### src/rtl/div_pkg.sv
// -----------------------------------------------------------------------------
// div_pkg
//   Shared types and default widths for the sequential restoring divider.
//   Contents:
//     div_state_e     FSM state encoding {IDLE, CALC, DONE}
//     DIV_DIVIDEND_W  default dividend/quotient width
//     DIV_DIVISOR_W   default divisor/remainder width
//     DIV_CNT_W       step-counter width at the default dividend width
//     cnt_width()     step-counter width for an arbitrary dividend width
// -----------------------------------------------------------------------------
package div_pkg;

  localparam int DIV_DIVIDEND_W = 8;
  localparam int DIV_DIVISOR_W  = 4;
  localparam int DIV_CNT_W      = $clog2(DIV_DIVIDEND_W);

  typedef enum logic [1:0] {
    IDLE = 2'd0,
    CALC = 2'd1,
    DONE = 2'd2
  } div_state_e;

  // The counter holds DIVIDEND_W-1 down to 0; keep at least one bit so a
  // degenerate 1-bit dividend still elaborates.
  function automatic int cnt_width(input int dividend_w);
    return (dividend_w > 1) ? $clog2(dividend_w) : 1;
  endfunction

endpackage

### src/rtl/seq_restoring_divider_if.sv
// -----------------------------------------------------------------------------
// seq_restoring_divider_if
//   Operand and result handshakes of the sequential restoring divider.
//   Signals:
//     in_valid / in_ready     operand pair handshake
//     dividend, divisor       unsigned operands
//     out_valid / out_ready   result handshake
//     quotient, remainder     unsigned results
//     div_by_zero             result came from divisor == 0
//   Modports:
//     master  operand producer / result consumer
//     slave   the divider itself
// -----------------------------------------------------------------------------
interface seq_restoring_divider_if
  import div_pkg::*;
#(
  parameter int DIVIDEND_W = DIV_DIVIDEND_W,
  parameter int DIVISOR_W  = DIV_DIVISOR_W
);

  logic                  in_valid;
  logic                  in_ready;
  logic [DIVIDEND_W-1:0] dividend;
  logic [DIVISOR_W-1:0]  divisor;
  logic                  out_valid;
  logic                  out_ready;
  logic [DIVIDEND_W-1:0] quotient;
  logic [DIVISOR_W-1:0]  remainder;
  logic                  div_by_zero;

  modport master (
    output in_valid, dividend, divisor, out_ready,
    input  in_ready, out_valid, quotient, remainder, div_by_zero
  );

  modport slave (
    input  in_valid, dividend, divisor, out_ready,
    output in_ready, out_valid, quotient, remainder, div_by_zero
  );

endinterface

### src/rtl/FullAdder.sv
// -----------------------------------------------------------------------------
// FullAdder
//   Single-bit full adder cell shared across the arithmetic datapath.
//   Ports:
//     a, b   addend bits
//     cin    carry in
//     s      sum
//     cout   carry out
// -----------------------------------------------------------------------------
module FullAdder (
  input  logic a,
  input  logic b,
  input  logic cin,
  output logic s,
  output logic cout
);

  assign s    = a ^ b ^ cin;
  assign cout = (a & b) | (cin & (a ^ b));

endmodule

### src/rtl/div_step.sv
// -----------------------------------------------------------------------------
// div_step
//   One combinational restoring-division step: shift the next dividend bit
//   into the partial remainder, trial-subtract the divisor, keep the
//   difference if it did not go negative.
//   Ports:
//     r_in     partial remainder from the previous step (always < divisor)
//     bit_in   next dividend bit, MSB first
//     divisor  unsigned divisor
//     r_out    partial remainder after this step
//     q_bit    quotient bit produced by this step
// -----------------------------------------------------------------------------
module div_step
  import div_pkg::*;
#(
  parameter int DIVISOR_W = DIV_DIVISOR_W
) (
  input  logic [DIVISOR_W-1:0] r_in,
  input  logic                 bit_in,
  input  logic [DIVISOR_W-1:0] divisor,
  output logic [DIVISOR_W-1:0] r_out,
  output logic                 q_bit
);

  localparam int W = DIVISOR_W + 1;

  logic [W-1:0] shifted;
  logic [W-1:0] sub_b;
  logic [W-1:0] diff;
  logic [W:0]   carry;
  logic         diff_msb_unused;

  // The shifted value needs one extra bit: r_in < divisor, so {r_in, bit}
  // can reach 2*divisor-1.
  assign shifted  = {r_in, bit_in};
  assign sub_b    = ~{1'b0, divisor};
  assign carry[0] = 1'b1;

  // shifted - divisor as shifted + ~divisor + 1; the final carry is the
  // "no borrow" flag, i.e. shifted >= divisor.
  for (genvar i = 0; i < W; i++) begin : g_fa
    FullAdder u_fa (
      .a   (shifted[i]),
      .b   (sub_b[i]),
      .cin (carry[i]),
      .s   (diff[i]),
      .cout(carry[i+1])
    );
  end

  assign q_bit = carry[W];

  // A kept difference is < divisor, so its top bit is always zero.
  assign r_out           = q_bit ? diff[DIVISOR_W-1:0] : shifted[DIVISOR_W-1:0];
  assign diff_msb_unused = diff[W-1];

endmodule

### src/rtl/seq_restoring_divider.sv
// -----------------------------------------------------------------------------
// seq_restoring_divider
//   Unsigned sequential restoring divider, one quotient bit per clock,
//   valid/ready handshakes on operand and result sides.
//   Ports:
//     clk   rising-edge clock
//     rst   synchronous active-high reset; aborts any operation in flight
//     bus   seq_restoring_divider_if.slave (operands in, results out)
//   Build option:
//     DIV_ZERO_SHORTCUT_EN  when defined, a zero divisor skips CALC and the
//                           result is presented one cycle after accept.
//                           Result values are the same in both builds.
// -----------------------------------------------------------------------------
module seq_restoring_divider
  import div_pkg::*;
#(
  parameter int DIVIDEND_W = DIV_DIVIDEND_W,
  parameter int DIVISOR_W  = DIV_DIVISOR_W
) (
  input  logic                   clk,
  input  logic                   rst,
  seq_restoring_divider_if.slave bus
);

  localparam int                CNT_W    = cnt_width(DIVIDEND_W);
  localparam logic [CNT_W-1:0]  CNT_LAST = CNT_W'(DIVIDEND_W - 1);

  div_state_e            state_q, state_d;
  logic [CNT_W-1:0]      cnt_q, cnt_d;
  logic [DIVIDEND_W-1:0] dvd_q, dvd_d;     // dividend, shifted left each step
  logic [DIVISOR_W-1:0]  dsr_q, dsr_d;
  logic [DIVISOR_W-1:0]  rem_q, rem_d;     // running partial remainder
  logic [DIVIDEND_W-1:0] quo_q, quo_d;     // quotient bits collected so far
  logic                  zero_q, zero_d;   // divisor was zero at accept
  logic [DIVIDEND_W-1:0] quo_out_q, quo_out_d;
  logic [DIVISOR_W-1:0]  rem_out_q, rem_out_d;
  logic                  dz_out_q, dz_out_d;

  logic [DIVISOR_W-1:0]  step_r;
  logic                  step_q;
  logic [DIVIDEND_W-1:0] quo_next;

  div_step #(.DIVISOR_W(DIVISOR_W)) u_step (
    .r_in   (rem_q),
    .bit_in (dvd_q[DIVIDEND_W-1]),
    .divisor(dsr_q),
    .r_out  (step_r),
    .q_bit  (step_q)
  );

  assign quo_next = (quo_q << 1) | DIVIDEND_W'(step_q);

  // Gated by rst so nothing is accepted while reset is asserted.
  assign bus.in_ready    = (state_q == IDLE) && !rst;
  assign bus.out_valid   = (state_q == DONE);
  assign bus.quotient    = quo_out_q;
  assign bus.remainder   = rem_out_q;
  assign bus.div_by_zero = dz_out_q;

  always_comb begin
    // NOTE: every variable gets its hold value first so no path through the
    // case below leaves one unassigned, which would infer a latch.
    state_d   = state_q;
    cnt_d     = cnt_q;
    dvd_d     = dvd_q;
    dsr_d     = dsr_q;
    rem_d     = rem_q;
    quo_d     = quo_q;
    zero_d    = zero_q;
    quo_out_d = quo_out_q;
    rem_out_d = rem_out_q;
    dz_out_d  = dz_out_q;

    unique case (state_q)
      IDLE: begin
        if (bus.in_valid) begin
          dvd_d   = bus.dividend;
          dsr_d   = bus.divisor;
          rem_d   = '0;
          quo_d   = '0;
          cnt_d   = CNT_LAST;
          zero_d  = (bus.divisor == '0);
`ifdef DIV_ZERO_SHORTCUT_EN
          if (bus.divisor == '0) begin
            quo_out_d = '1;
            rem_out_d = bus.dividend[DIVISOR_W-1:0];
            dz_out_d  = 1'b1;
            state_d   = DONE;
          end else begin
            state_d   = CALC;
          end
`else
          state_d = CALC;
`endif
        end
      end

      CALC: begin
        dvd_d = dvd_q << 1;
        rem_d = step_r;
        quo_d = quo_next;
        if (cnt_q == '0) begin
          // With a zero divisor every step subtracts nothing, so the
          // remainder already ends as the dividend's low bits; only the
          // quotient needs pinning to all ones.
          quo_out_d = zero_q ? '1 : quo_next;
          rem_out_d = step_r;
          dz_out_d  = zero_q;
          state_d   = DONE;
        end else begin
          cnt_d = cnt_q - 1'b1;
        end
      end

      DONE: begin
        if (bus.out_ready) state_d = IDLE;
      end

      default: state_d = IDLE;
    endcase
  end

  // Control and visible outputs: reset clears them and drops any result.
  always_ff @(posedge clk) begin
    // NOTE: non-blocking assignments here so every flop samples the values
    // from before this edge, regardless of statement order.
    if (rst) begin
      state_q   <= IDLE;
      quo_out_q <= '0;
      rem_out_q <= '0;
      dz_out_q  <= 1'b0;
    end else begin
      state_q   <= state_d;
      quo_out_q <= quo_out_d;
      rem_out_q <= rem_out_d;
      dz_out_q  <= dz_out_d;
    end
  end

  // NOTE: working registers carry no reset; they are always reloaded at
  // accept before being read, so resetting them would only cost routing.
  always_ff @(posedge clk) begin
    cnt_q  <= cnt_d;
    dvd_q  <= dvd_d;
    dsr_q  <= dsr_d;
    rem_q  <= rem_d;
    quo_q  <= quo_d;
    zero_q <= zero_d;
  end

endmodule

### src/flat_wrapper.sv
// flat-port wrapper written by rule: the top's interface ports become plain ports
module seq_restoring_divider_flat import div_pkg::*;
#(
  parameter int DIVIDEND_W = DIV_DIVIDEND_W,
  parameter int DIVISOR_W  = DIV_DIVISOR_W
)
  (clk, rst, bus_in_valid, bus_dividend, bus_divisor, bus_out_ready, bus_in_ready, bus_out_valid, bus_quotient, bus_remainder, bus_div_by_zero);
  seq_restoring_divider_if #(.DIVIDEND_W(DIVIDEND_W), .DIVISOR_W(DIVISOR_W)) bus_i ();
  input  logic clk;
  input  logic rst;
  input wire logic [$bits(bus_i.in_valid)-1:0] bus_in_valid;
  input wire logic [$bits(bus_i.dividend)-1:0] bus_dividend;
  input wire logic [$bits(bus_i.divisor)-1:0] bus_divisor;
  input wire logic [$bits(bus_i.out_ready)-1:0] bus_out_ready;
  output wire logic [$bits(bus_i.in_ready)-1:0] bus_in_ready;
  output wire logic [$bits(bus_i.out_valid)-1:0] bus_out_valid;
  output wire logic [$bits(bus_i.quotient)-1:0] bus_quotient;
  output wire logic [$bits(bus_i.remainder)-1:0] bus_remainder;
  output wire logic [$bits(bus_i.div_by_zero)-1:0] bus_div_by_zero;
  assign bus_i.in_valid = bus_in_valid;
  assign bus_i.dividend = bus_dividend;
  assign bus_i.divisor = bus_divisor;
  assign bus_i.out_ready = bus_out_ready;
  assign bus_in_ready = bus_i.in_ready;
  assign bus_out_valid = bus_i.out_valid;
  assign bus_quotient = bus_i.quotient;
  assign bus_remainder = bus_i.remainder;
  assign bus_div_by_zero = bus_i.div_by_zero;
  seq_restoring_divider #(.DIVIDEND_W(DIVIDEND_W), .DIVISOR_W(DIVISOR_W)) u_core (.clk(clk), .rst(rst), .bus(bus_i));
endmodule
### config.mk
export PLATFORM = sky130hd
export DESIGN_NAME = seq_restoring_divider_flat
export DESIGN_NICKNAME = d
export VERILOG_FILES = /design/src/rtl/div_pkg.sv /design/src/rtl/seq_restoring_divider_if.sv /design/src/rtl/FullAdder.sv /design/src/rtl/div_step.sv /design/src/rtl/seq_restoring_divider.sv /design/src/flat_wrapper.sv
export SDC_FILE = /design/constraint.sdc
export NUM_CORES = 1
export LEC_CHECK = 0
export ABC_AREA = 1
export BUFFER_PORTS_ARGS = -buffer_cell sky130_fd_sc_hd__buf_2
export CAP_MARGIN = 20
export CELL_PAD_IN_SITES_DETAIL_PLACEMENT = 0
export CELL_PAD_IN_SITES_GLOBAL_PLACEMENT = 1
export CORE_UTILIZATION = 32
export DETAILED_ROUTE_END_ITERATION = 10
export PLACE_DENSITY_LB_ADDON = 0.1
export SETUP_SLACK_MARGIN = 0.4
export SYNTH_ARGS = -nofsm -noshare
export SYNTH_HDL_FRONTEND = slang
export SYNTH_SLANG_ARGS = --single-unit
### constraint.sdc
create_clock -name clk -period 2.9 [get_ports clk]
set_input_delay 0.145 -clock clk [delete_from_list [all_inputs] [get_ports clk]]
set_output_delay 0.145 -clock clk [all_outputs]
set_load 0.02 [all_outputs]
==> run metrics <==
I/O pins=31; achievable frequency=446 MHz; Clock Path Buffers=2; max cap viols=0; worst vdd ir=0.000322 V; CTS tree=done; Clock Latency Late Sink=0.29 ns; Worst Hold Depth=1; Max Fanout on Critical Path=5; max-slew violations=0; share of post-route cells with drive strength above 1=19.8%; crit path launch type=register; TritonCTS Buffers=5; H-tree level count=2; Ant. Diodes=0; largest net degree at the start of global routing=20; initial antenna violation count=0; antenna-violating nets left=0; Die Y=78.4 um; clock sink total=42; Hold Path Class=input pin to register; Post-Syn Nets=230; Setup-failing EPs final=0; crit path kind=register to register; outcome=finished clean; worst-margin pin slew=0.450 ns; crit path DAT=2.28 ns; die width=78.4 um; CP endpoint kind=register; Initial DRC Count=60; DRC viols=0; # nets final=265; critical hold path startpoint=bus_divisor[3]; worst reg2reg setup slack=0.66 ns; R2R Path End=u_core.rem_q[3]; Req. time, crit path=2.94 ns; R2R Path Start=u_core.dvd_q[7]; Worst Hold Path EP=u_core.dsr_q[3]; hold buffer count at CTS=0; Yosys warning total=0; worst r2r path cells=12; Synth top area share=43.4%; wirelength, routed=3310 um; Syn Area/Cell=8.97 um^2; number of global-route vias before repair=1249; DRT Pass-1 Iters=4; commonest non-fill, non-tap cell in the layout=nand2_1; cell accounting for the most synthesized area=edfxtp_1; routed len/inst=10.5 um; Leakage=1.10 nW; Max-slew headroom=69.9%; DP HPWL=2250 um; vias per cell=4.12; first-pass GRT wire length=5860 um; Mapped Cells=208; Row Count=27; Crit. Startpoint=u_core.dvd_q[7]; number of synthesized register bits=42; Clk pin slew, worst setup/hold paths=0.08 ns; RSZ-0062 raised after global routing=no; via count=1297; IO Port Bufs=30; Layout Skew=0.00830 ns; Area contributors post-synth=edfxtp_1 (43%), dfxtp_1 (16%), nand2_1 (13%); Cell Pwr Density=587 nW/um^2; Seq/Total Area, Yosys=59.5%; Tcrit/Tclk final=77.3%; GRT busiest layer=met2; met2 global-route usage=19.0%; final hold violation count=0; Synth Cell Area=1870 um^2; GRT Overall Usage=12.6%; final setup TNS=0 ns; GR Util met1=16.8%; Root Driver=clkbuf_8; Power Total=1.30 mW; crit path time final=2.24 ns; core area=5570 um^2; synth unique cells=21; initial core utilization=33.5%; Placer Congestion=0.691; commonest non-fill, non-tap cells in the layout=nand2_1 (63), inv_1 (38), nor2_1 (34); met3 global-route usage=3.49%; Area growth, synth to finish=18.6%; DIE AREA=6140 um^2; grt ovf=0
[sequential cells by signal (all words and copies together), names as in the netlist]
name	flops
u_core.dvd_q	8
u_core.cnt_q	3
u_core.bus.quotient	8
u_core.bus.div_by_zero	1
u_core.quo_q	7
u_core.state_q	2
u_core.dsr_q	4
u_core.zero_q	1
u_core.rem_q	4
u_core.bus.remainder	4
[worst max path at each step]
stage,end,cells past startpoint
after floorplan,u_core.rem_q[0],11
after global placement,u_core.rem_q[0],11
after detailed placement,u_core.rem_q[1],11
after CTS,u_core.rem_q[3],11
after global routing,u_core.bus.remainder[0],14
final,u_core.rem_q[3],12
[worst max-delay path, stage by stage (launching register included)]
cell and delay [ns]:
edfxtp_1 0.38, inv_1 0.07, ha_1 0.13, inv_1 0.05, fa_1 0.35, inv_1 0.07
fa_1 0.15, inv_1 0.05, fa_1 0.41, inv_1 0.09, nand2_2 0.09, nand2_1 0.09
a21oi_1 0.06
[per-layer routing]
metal / vias to the layer above / part of all wire [%]
met2: 27 / 43
met3: 5 / 3.9
met5: - / 0
met1: 569 / 51
li1: 696 / -
met4: 0 / 1.5
[where the power goes]
group / leakage [nW] / internal [mW] / switching, mW
Sequential: 0.387 / 0.690 / 0.0198
Clock: 0.0555 / 0.241 / 0.199
Combinational: 0.662 / 0.0510 / 0.0991
[kinds of logic (layout without fill, tap and decap cells)]
| logic type | count (synthesis) | after routing | share of synthesized area [%] |
|---|---|---|---|
| xor gates and xnor gates | 1 | 1 | 0.469 |
| adders and majority gates | 6 | 6 | 5.23 |
| AOI/OAI and AO/OA | 8 | 8 | 2.14 |
| and+or+nand+nor | 107 | 107 | 23.2 |
| DFF | 42 | 42 | 59.5 |
| buffers and inverters | 44 | 79 | 9.45 |
[synthesized netlist by cell type, drive strengths merged]
cell type and number:
nand2 66, inv 40, nor2 37, edfxtp 27
dfxtp 15, a21oi 7, buf 4, fa 3
ha 3, nand3 2, nor3 1, nor4 1
o21ai 1, xnor2 1
[cell type report]
class	count	area (um^2)
fill	589	3360
inverter	40	150
timing repair buffer	32	165
tap	72	90.1
sequential	42	1110
multi-input combinational	122	589
clock buffer	7	108
[per-stage QoR]
stage,cell area (um^2),hold slack (ns),util (%),worst slack [ns],std cells
finish,2210,0.0463,39.7,0.659,315
global placement,2100,0.339,37.6,0.564,308
global route,2210,0.0364,39.7,0.417,315
floorplan,1870,0.214,-,0.756,208
detailed placement,2100,0.342,37.6,0.529,308
CTS,2200,0.0338,39.5,0.530,315
[repair_timing]
item | in CTS | in global routing
resized for setup | 0 | 3
setup endpoints to repair | 0 | 8
buffers inserted | 0 | 0
(Power assumes the default switching activity.)
